### src/rtl/lif_net_pkg.sv
// Shared constants and helpers for the LIF oscillator network.
// Latency: n/a (compile-time functions only).
// Backpressure: n/a.
package lif_net_pkg;

  // Weights occupy the bottom of the config space, row-major by source neuron.
  function automatic int weight_base();
    return 0;
  endfunction

  // Bias registers follow the n*n weight block.
  function automatic int bias_base(input int n);
    return n * n;
  endfunction

  // Signed accumulator width that holds v + bias + n-1 weights without overflow.
  function automatic int acc_width(input int vw, input int ww, input int n);
    return vw + ww + $clog2(n) + 2;
  endfunction

  // Saturate x into [lo, hi].
  function automatic int clamp_int(input int x, input int lo, input int hi);
    if (x < lo) return lo;
    if (x > hi) return hi;
    return x;
  endfunction

endpackage

### src/rtl/lif_neuron.sv
// One leaky integrate-and-fire neuron with threshold, clamp and refractory counter.
// Latency: spike and potential register one enabled edge after the inputs are presented.
// Backpressure: none; enable low freezes all state.
module lif_neuron
  import lif_net_pkg::*;
#(
  parameter int V_WIDTH    = 8,
  parameter int ACC_W      = 20,
  parameter int THRESHOLD  = 200,
  parameter int LEAK_SHIFT = 3,
  parameter int REFRACT    = 4
) (
  input  logic                    clk,
  input  logic                    reset,
  input  logic                    enable,
  input  logic [V_WIDTH-1:0]      bias,
  input  logic signed [ACC_W-1:0] syn_sum,
  output logic [V_WIDTH-1:0]      v,
  output logic                    spike,
  output logic                    spike_nxt
);

  localparam int R_W   = (REFRACT > 0) ? $clog2(REFRACT + 1) : 1;
  localparam int V_MAX = (1 << V_WIDTH) - 1;

  logic [R_W-1:0]          r;
  logic [R_W-1:0]          r_nxt;
  logic [V_WIDTH-1:0]      v_nxt;
  logic signed [ACC_W-1:0] acc;

  // Next-state: refractory hold, fire-and-reset, or leaky integration with clamp.
  always_comb begin
    acc       = $signed(ACC_W'(v)) - $signed(ACC_W'(v >> LEAK_SHIFT))
              + $signed(ACC_W'(bias)) + syn_sum;
    v_nxt     = v;
    r_nxt     = r;
    spike_nxt = 1'b0;
    if (r != '0) begin
      v_nxt = '0;
      r_nxt = r - R_W'(1);
    end else if (acc >= $signed(ACC_W'(THRESHOLD))) begin
      v_nxt     = '0;
      r_nxt     = R_W'(REFRACT);
      spike_nxt = 1'b1;
    end else begin
      v_nxt = V_WIDTH'(clamp_int(int'(acc), 0, V_MAX));
    end
  end

  // State register; advances only on enabled edges, reset wins over enable.
  always_ff @(posedge clk) begin
    if (reset) begin
      v     <= '0;
      r     <= '0;
      spike <= 1'b0;
    end else if (enable) begin
      v     <= v_nxt;
      r     <= r_nxt;
      spike <= spike_nxt;
    end
  end

endmodule

### src/rtl/lif_oscillator_network.sv
// N coupled LIF neurons with byte-wide config of weights/biases and spike/membrane monitors.
// Latency: spikes register one edge after integration; a spike couples into targets on the next edge.
// Backpressure: none; enable low freezes neurons and the spike counter, config writes still land.
module lif_oscillator_network
  import lif_net_pkg::*;
#(
  parameter int N_NEURONS  = 4,
  parameter int V_WIDTH    = 8,
  parameter int W_WIDTH    = 8,
  parameter int THRESHOLD  = 200,
  parameter int LEAK_SHIFT = 3,
  parameter int REFRACT    = 4,
  parameter int BIAS_INIT  = 0
) (
  input  logic                                                 clk,
  input  logic                                                 reset,
  input  logic                                                 enable,
  input  logic                                                 cfg_we,
  input  logic [$clog2(N_NEURONS*N_NEURONS+N_NEURONS)-1:0]     cfg_addr,
  input  logic [7:0]                                           cfg_data,
  input  logic [$clog2(N_NEURONS)-1:0]                         mon_sel,
  output logic [N_NEURONS-1:0]                                 spike_out,
  output logic                                                 spike_any,
  output logic [7:0]                                           spike_count,
  output logic [V_WIDTH-1:0]                                   mon_v
);

  localparam int ACC_W  = acc_width(V_WIDTH, W_WIDTH, N_NEURONS);
  localparam int W_BASE = weight_base();
  localparam int B_BASE = bias_base(N_NEURONS);

  logic signed [W_WIDTH-1:0] w    [N_NEURONS][N_NEURONS];
  logic [V_WIDTH-1:0]        bias [N_NEURONS];
  logic signed [ACC_W-1:0]   syn  [N_NEURONS];
  logic [V_WIDTH-1:0]        v    [N_NEURONS];
  logic [N_NEURONS-1:0]      spike_nxt;

  // Config register file: address decode into weight matrix and bias vector; unmapped addresses drop.
  always_ff @(posedge clk) begin
    if (reset) begin
      for (int s = 0; s < N_NEURONS; s++) begin
        for (int d = 0; d < N_NEURONS; d++) w[s][d] <= '0;
        bias[s] <= V_WIDTH'(BIAS_INIT);
      end
    end else if (cfg_we) begin
      for (int s = 0; s < N_NEURONS; s++) begin
        for (int d = 0; d < N_NEURONS; d++) begin
          if (int'(cfg_addr) == W_BASE + s * N_NEURONS + d) w[s][d] <= cfg_data[W_WIDTH-1:0];
        end
        if (int'(cfg_addr) == B_BASE + s) bias[s] <= cfg_data[V_WIDTH-1:0];
      end
    end
  end

  // Synaptic sum per target from last edge's spikes; self-weights are skipped.
  always_comb begin
    for (int i = 0; i < N_NEURONS; i++) begin
      syn[i] = '0;
      for (int j = 0; j < N_NEURONS; j++) begin
        if (j != i && spike_out[j]) syn[i] = syn[i] + ACC_W'(w[j][i]);
      end
    end
  end

  for (genvar gi = 0; gi < N_NEURONS; gi++) begin : g_neuron
    lif_neuron #(
      .V_WIDTH    (V_WIDTH),
      .ACC_W      (ACC_W),
      .THRESHOLD  (THRESHOLD),
      .LEAK_SHIFT (LEAK_SHIFT),
      .REFRACT    (REFRACT)
    ) u_neuron (
      .clk       (clk),
      .reset     (reset),
      .enable    (enable),
      .bias      (bias[gi]),
      .syn_sum   (syn[gi]),
      .v         (v[gi]),
      .spike     (spike_out[gi]),
      .spike_nxt (spike_nxt[gi])
    );
  end

  // Aggregate spike flag and saturating count of spiking edges, aligned with spike_out.
  always_ff @(posedge clk) begin
    if (reset) begin
      spike_any   <= 1'b0;
      spike_count <= '0;
    end else if (enable) begin
      spike_any <= |spike_nxt;
      if ((|spike_nxt) && spike_count != 8'hFF) spike_count <= spike_count + 8'd1;
    end
  end

  assign mon_v = v[mon_sel];

endmodule

### config.mk
export PLATFORM = sky130hd
export DESIGN_NAME = lif_oscillator_network
export DESIGN_NICKNAME = d
export VERILOG_FILES = /design/src/rtl/lif_net_pkg.sv /design/src/rtl/lif_neuron.sv /design/src/rtl/lif_oscillator_network.sv
export SDC_FILE = /design/constraint.sdc
export NUM_CORES = 1
export LEC_CHECK = 0
export CAP_MARGIN = 10
export CORE_ASPECT_RATIO = 1.2
export CORE_MARGIN = 2
export CORE_UTILIZATION = 33
export CTS_CLUSTER_DIAMETER = 80
export DETAILED_ROUTE_END_ITERATION = 8
export GPL_TIMING_DRIVEN = 0
export PLACE_DENSITY = 0.48
export SLEW_MARGIN = 20
export SYNTH_ARGS = -nofsm -noshare
export SYNTH_HDL_FRONTEND = slang
export SYNTH_SLANG_ARGS = --single-unit
### constraint.sdc
create_clock -name clk -period 11.9 [get_ports clk]
set_input_delay 3.57 -clock clk [delete_from_list [all_inputs] [get_ports clk]]
set_output_delay 3.57 -clock clk [all_outputs]
set_load 0.005 [all_outputs]
==> flow_summary.json, run 1 <==
{
  "status": "finished clean",
  "antenna_cells": 0,
  "power.leakage_nw": 9.30,
  "synth_area_leaders": "edfxtp_1 20%, ha_1 16%, dfxtp_1 5.9%",
  "place_ws_ns": 1.03,
  "core_region_area_sq_um": 58400,
  "fin_tns_setup_ns": 0,
  "gp_congestion": 0.868,
  "drv_cap": 0,
  "cts_hold_buffers": 0,
  "hpwl_mm": 47.9,
  "worst_slack_ns": 1.04,
  "routed_wl_mm": 60.0,
  "die_w_um": 226,
  "drtPass1Iterations": 5,
  "peakVddDrop_mv": 0.166,
  "grt_usage_pct": 19.9,
  "syn_inst": 2183,
  "numCtsBuffers": 17,
  "start_util_pct": 33.4,
  "grt_max_degree": 21,
  "num_io_pins": 40,
  "fp-row-count": 97,
  "synth_most_common_cell": "ha_1",
  "setup_viol": 0,
  "first_iter_violations": 1181,
  "vias": 16300,
  "crit_arrival_ns": 11.21,
  "port-buffer-count": 37,
  "max_freq_mhz": 92.1,
  "synth-seq-cells": 185,
  "final_nets": 2569,
  "cts_sinks": 185,
  "busiest_layer": "met2",
  "syn_area_per_cell_sq_um": 8.92,
  "grtUsageMet2_pct": 36.1,
  "clk_latency_ns": 0.46,
  "yosysTopAreaCell": "edfxtp_1",
  "cts_buffer_depth": 2,
  "fin_skew_ns": 0.0109,
  "hold_viol_final": 0,
  "cts_resized": 0,
  "finalCritPeriodShare_pct": 91.3,
  "powerDensity_nw_per_um2": 279,
  "post_cts_buffers": 0,
  "clkTransAtPathRegs_ns": 0.08,
  "dieArea_sq_um": 61000,
  "drv_slew": 0,
  "slowest_delay_ns": 0.71,
  "synth_top_flop_cell": "edfxtp_1",
  "max_slew_margin_pct": 19.3,
  "crit_path_top_delay_cell": "dfxtp_1",
  "synth_top_area_share_pct": 19.7,
  "min_from": "g_neuron[3].u_neuron.r[2]",
  "async_flop_share_pct": 0,
  "crit_fanout": 10,
  "synth_nets": 2511,
  "ant_nets": 0,
  "grt_first_pass_wirelength_mm": 92.6,
  "use_met3_pct": 2.09,
  "hold_class": "flip-flop to flip-flop",
  "synthDistinctLibCells": 91,
  "fillers": 5963,
  "drc_errors": 0,
  "rsz0062_at_grt": "false",
  "cts_tree": "built",
  "cp-end-kind": "flip-flop",
  "avgViaCountPerCell": 5.35,
  "seqCellArea_sq_um": 4980,
  "post-route-min-period_ns": 10.86,
  "synth_commonest_cells": "253 x ha_1, 197 x a21oi_1, 163 x nor2_1",
  "met1_usage_pct": 24.6,
  "grt_pass1_vias": 16000,
  "ys_seq_area_share_pct": 25.6,
  "antenna_found_initial": 1,
  "die_h_um": 270,
  "multi_input_area_sq_um": 13800,
  "drt-wirelength-per-cell_um": 19.7,
  "start_kind": "flip-flop",
  "syn_area_sq_um": 19500,
  "r2r-start": "g_neuron[0].u_neuron.spike",
  "worstPathRequired_ns": 12.25,
  "cp-startpoint": "g_neuron[0].u_neuron.spike",
  "synth_edf_count": 128,
  "tightestPinTransition_ns": 1.21,
  "cts-root-buf": "clkbuf_16",
  "syn2layout_area_growth_pct": 10.1,
  "drive_above_1_share_pct": 4.61,
  "worst-setup-path-type": "flip-flop to flip-flop",
  "h-tree-depth": 4,
  "overflow": 0,
  "synth_warnings": 0
}
sequential cells by signal (all words and copies together) (netlist names):
name                     flops
g_neuron.u_neuron.r         12
g_neuron.u_neuron.v         32
g_neuron.u_neuron.spike      4
spike_count                  8
bias                        32
spike_any                    1
w                           96
final timing paths:
| path | depth (start not counted) | slack, ns | end |
|---|---|---|---|
| setup / recovery | 41 | 1.04 | spike_count[4] |
| hold / removal | 2 | 0.46 | g_neuron[3].u_neuron.r[2] |
| setup reg to reg | 41 | 1.04 | spike_count[4] |
| hold reg to reg | 2 | 0.46 | g_neuron[3].u_neuron.r[2] |
cell families (layout without fill, tap and decap cells):
logic type,Yosys count,after routing,synth area share [%]
AND/OR/NAND/NOR,659,659,17.1
buffers and inverters,176,247,3.52
multiplexers,49,49,3.22
flip-flops,185,185,25.6
AO/OA/AOI/OAI,649,649,21.5
adder cells (fa/ha/maj),313,313,22.2
XOR/XNOR,152,152,6.84
critical path: cells and delay by family (launching register included):
kind                     cells  cell delay [ns]
adder cells (fa/ha/maj)      7             2.16
AO/OA/AOI/OAI               15             3.23
flip-flops                   1             0.71
multiplexers                 1             0.28
AND/OR/NAND/NOR             14             3.08
XOR/XNOR                     1             0.08
buffers and inverters        3             1.15
where the power goes:
part	switching (W)	internal (W)
clock network	0.000301	0.000284
logic	0.00273	0.00186
registers	0.0000668	0.000749
area by class of cell:
class / instances / area share [%]
sequential: 185 / 23.2
tap: 792 / 4.62
timing repair buffer: 39 / 1.80
clock buffer: 17 / 1.98
multi-input combinational: 1822 / 64.4
inverter: 119 / 2.08
buffer: 57 / 1.11
clock inverter: 15 / 0.752
per-stage QoR:
step	instances	instance area, sq um	total power, W	hold WS, ns	util (%)
5_1_grt	3046	21500	0.00657	0.492	36.7
4_1_cts	3046	21500	0.00601	0.461	36.7
2_1_floorplan	2183	19500	0.00425	0.436	-
6_report	3046	21500	0.00599	0.464	36.7
3_5_place_dp	3014	20900	0.00538	0.450	35.7
3_3_place_gp	3012	20800	0.00533	0.447	35.7
placed cells by master (no fill, tap or decap), types with 7 or more instances in the layout:
| cell | count |
|---|---|
| mux2i_1 | 15 |
| o21bai_1 | 32 |
| a22oi_1 | 15 |
| nor2_1 | 163 |
| o21ai_1 | 25 |
| nand2_1 | 160 |
| mux4_2 | 8 |
| nor2b_1 | 28 |
| nand3_1 | 29 |
| o21ai_0 | 100 |
| xor2_1 | 44 |
| o211ai_1 | 10 |
| and2_1 | 109 |
| fa_1 | 56 |
| nand4_1 | 12 |
| inv_1 | 118 |
| mux2_2 | 24 |
| o31ai_1 | 16 |
| nand2b_1 | 37 |
| o2111ai_1 | 7 |
| o21a_1 | 21 |
| or3_1 | 13 |
| a21boi_0 | 10 |
| a21o_1 | 96 |
| ha_1 | 253 |
| nor4_1 | 8 |
| nor3_1 | 41 |
| xnor2_1 | 108 |
| a31oi_1 | 22 |
| edfxtp_1 | 128 |
| a21oi_1 | 197 |
| clkbuf_16 | 17 |
| a211oi_1 | 22 |
| and3_1 | 16 |
| clkbuf_1 | 46 |
| a31o_2 | 8 |
| dfxtp_1 | 57 |
| clkdlybuf4s50_1 | 37 |
layer usage:
metal  up-vias  routed length (um)
met3        62                2050
met1      7842               26000
met2       309               30700
met5         -                   0
met4         0                1260
li1       8089                   -
Power figures use the tool's default switching activity.
==> run 2: changes to the inputs <==
--- a/config.mk
+++ b/config.mk
@@ -7,13 +7,12 @@
 export LEC_CHECK = 0
 export CAP_MARGIN = 10
 export CORE_ASPECT_RATIO = 1.2
-export CORE_MARGIN = 2
 export CORE_UTILIZATION = 33
 export CTS_CLUSTER_DIAMETER = 80
 export DETAILED_ROUTE_END_ITERATION = 8
 export GPL_TIMING_DRIVEN = 0
 export PLACE_DENSITY = 0.48
-export SLEW_MARGIN = 20
+export SLEW_MARGIN = 0
 export SYNTH_ARGS = -nofsm -noshare
 export SYNTH_HDL_FRONTEND = slang
 export SYNTH_SLANG_ARGS = --single-unit
==> run 2 against run 1 <==
Net effect: combinational power barely moved; critical path type unchanged; first-iteration DRC count fell by 26%; clock skew rose by 0.0023 ns.
==> flow_summary.json, run 2 (synthesis results as in run 1) <==
{
  "avgViaCountPerCell": 5.33,
  "powerDensity_nw_per_um2": 280,
  "cp-startpoint": "g_neuron[0].u_neuron.spike",
  "first_iter_violations": 879,
  "top_register": "w",
  "cp.depth": 41,
  "drt-wirelength-per-cell_um": 19.7,
  "cts_tree": "built",
  "numCtsBuffers": 17,
  "max_slew_margin_pct": 25.2,
  "fillers": 5972,
  "power.leakage_nw": 9.30,
  "die_h_um": 268,
  "cts_buffer_depth": 2,
  "finalCritPeriodShare_pct": 90.3,
  "gp_congestion": 0.880,
  "post_cts_buffers": 0,
  "cp-end-kind": "flip-flop",
  "drv_cap": 0,
  "most-common-layout-cells": "253 x ha_1, 197 x a21oi_1, 163 x nor2_1",
  "r2r-end": "spike_count[4]",
  "drtPass1Iterations": 5,
  "cts_hold_buffers": 0,
  "crit_arrival_ns": 11.10,
  "reg2reg_slack_ns": 1.15,
  "cts_resized": 0,
  "drc_errors": 0,
  "crit_end": "spike_count[4]",
  "fin_skew_ns": 0.0132,
  "place_ws_ns": 1.12,
  "status": "finished clean",
  "antenna_cells": 0,
  "rsz0062_at_grt": "false",
  "tightestPinTransition_ns": 1.12,
  "start_kind": "flip-flop",
  "slowest_delay_ns": 0.71,
  "fin_tns_setup_ns": 0,
  "multi_input_area_sq_um": 13800,
  "fp-row-count": 97,
  "top_regs": "w x96, bias x32, g_neuron.u_neuron.v x32",
  "die_w_um": 224,
  "grt_usage_pct": 20.1,
  "post-route-min-period_ns": 10.75,
  "hpwl_mm": 47.9,
  "num_io_pins": 40,
  "fin_hold_ws_ns": 0.457,
  "worst-setup-path-type": "flip-flop to flip-flop",
  "clkTransAtPathRegs_ns": 0.08,
  "syn2layout_area_growth_pct": 10.2,
  "antenna_found_initial": 0,
  "grt_first_pass_wirelength_mm": 91.6,
  "ant_nets": 0,
  "grt_pass1_vias": 16200,
  "crit_path_top_delay_cell": "dfxtp_1",
  "port-buffer-count": 37,
  "hold_class": "flip-flop to flip-flop",
  "cts-root-buf": "clkbuf_16",
  "seqCellArea_sq_um": 4980,
  "clk_latency_ns": 0.46,
  "dieArea_sq_um": 60000,
  "fin_util_pct": 36.8,
  "final_nets": 2569,
  "cts_sinks": 185,
  "routed_wl_mm": 60.1,
  "largest_reg_flops": 96,
  "h-tree-depth": 4,
  "vias": 16200,
  "r2r_cells": 41,
  "start_util_pct": 33.4,
  "drv_slew": 0,
  "crit_fanout": 10,
  "cp_top_family": "compound AO/OA/AOI/OAI gates",
  "max_freq_mhz": 93.0,
  "r2r-start": "g_neuron[0].u_neuron.spike",
  "layout_commonest_cell": "ha_1",
  "worstPathRequired_ns": 12.25,
  "overflow": 0,
  "grt_max_degree": 19,
  "core_region_area_sq_um": 58400,
  "peakVddDrop_mv": 0.139,
  "worst_slack_ns": 1.15,
  "drive_above_1_share_pct": 4.61,
  "hold_viol_final": 0,
  "setup_viol": 0,
  "path_buf_inv": 3
}
==> run 2: cell types whose count changed in the layout (fill, tap and decap cells not counted) <==
cell,previous run,this run
bufinv_16,0,2
clkinv_4,1,3
clkinv_8,2,0
clkinvlp_4,0,2
inv_6,6,5
inv_8,6,3
==> run 2: final cells by class <==
cell class | instances | area share (%)
plain buffers | 57 | 1.11
clock buffers | 17 | 1.98
clock inverters | 15 | 0.833
inverters | 119 | 2.08
multi-input cells | 1822 | 64.4
flip-flops and latches | 185 | 23.2
well taps | 792 | 4.62
repair buffers | 39 | 1.79
==> run 2: through the flow <==
stage               std cells  instance area, sq um  total power [W]
floorplan                2183                 19500          0.00425
global placement         3012                 20800          0.00533
detailed placement       3014                 20900          0.00538
CTS                      3046                 21500          0.00602
global route             3046                 21500          0.00658
finish                   3046                 21500          0.00600
==> run 2: per-layer routing <==
metal | share of wire, % | global-route usage (%)
met1 | 44 | 24.3
met2 | 50 | 36.7
met3 | 2.4 | 1.73
met4 | 3.7 | 7.79
met5 | 0 | 0
==> run 2: worst min path at each step <==
stage / start / slack, ns / cells after the start / end
finish: g_neuron[2].u_neuron.r[2] / 0.46 / 2 / g_neuron[2].u_neuron.r[2]
global route: g_neuron[3].u_neuron.r[2] / 0.50 / 2 / g_neuron[3].u_neuron.r[2]
CTS: g_neuron[2].u_neuron.r[2] / 0.46 / 2 / g_neuron[2].u_neuron.r[2]
detailed placement: g_neuron[2].u_neuron.r[2] / 0.45 / 2 / g_neuron[2].u_neuron.r[2]
global placement: g_neuron[3].u_neuron.r[2] / 0.44 / 2 / g_neuron[3].u_neuron.r[2]
floorplan: g_neuron[3].u_neuron.r[2] / 0.44 / 2 / g_neuron[3].u_neuron.r[2]
==> run 2: worst min-delay path: cells and delay by family, from the launching register on <==
family / cells / cell delay [ns]
simple gates: 1 / 0.05
flops: 1 / 0.31
compound gates: 1 / 0.05
==> run 2: power breakdown <==
group | switching, W | total, W | internal (W)
registers | 0.0000679 | 0.000817 | 0.000750
clock network | 0.000285 | 0.000603 | 0.000318
logic | 0.00273 | 0.00458 | 0.00186
==> run 3: changes to the inputs <==
--- a/config.mk
+++ b/config.mk
@@ -12,6 +12,7 @@
 export DETAILED_ROUTE_END_ITERATION = 8
 export GPL_TIMING_DRIVEN = 0
 export PLACE_DENSITY = 0.48
+export SETUP_SLACK_MARGIN = 0.4
 export SLEW_MARGIN = 0
 export SYNTH_ARGS = -nofsm -noshare
 export SYNTH_HDL_FRONTEND = slang
==> results of run 3 <==
Same layout as run 2: the final DEF is identical, and so are final timing and power.
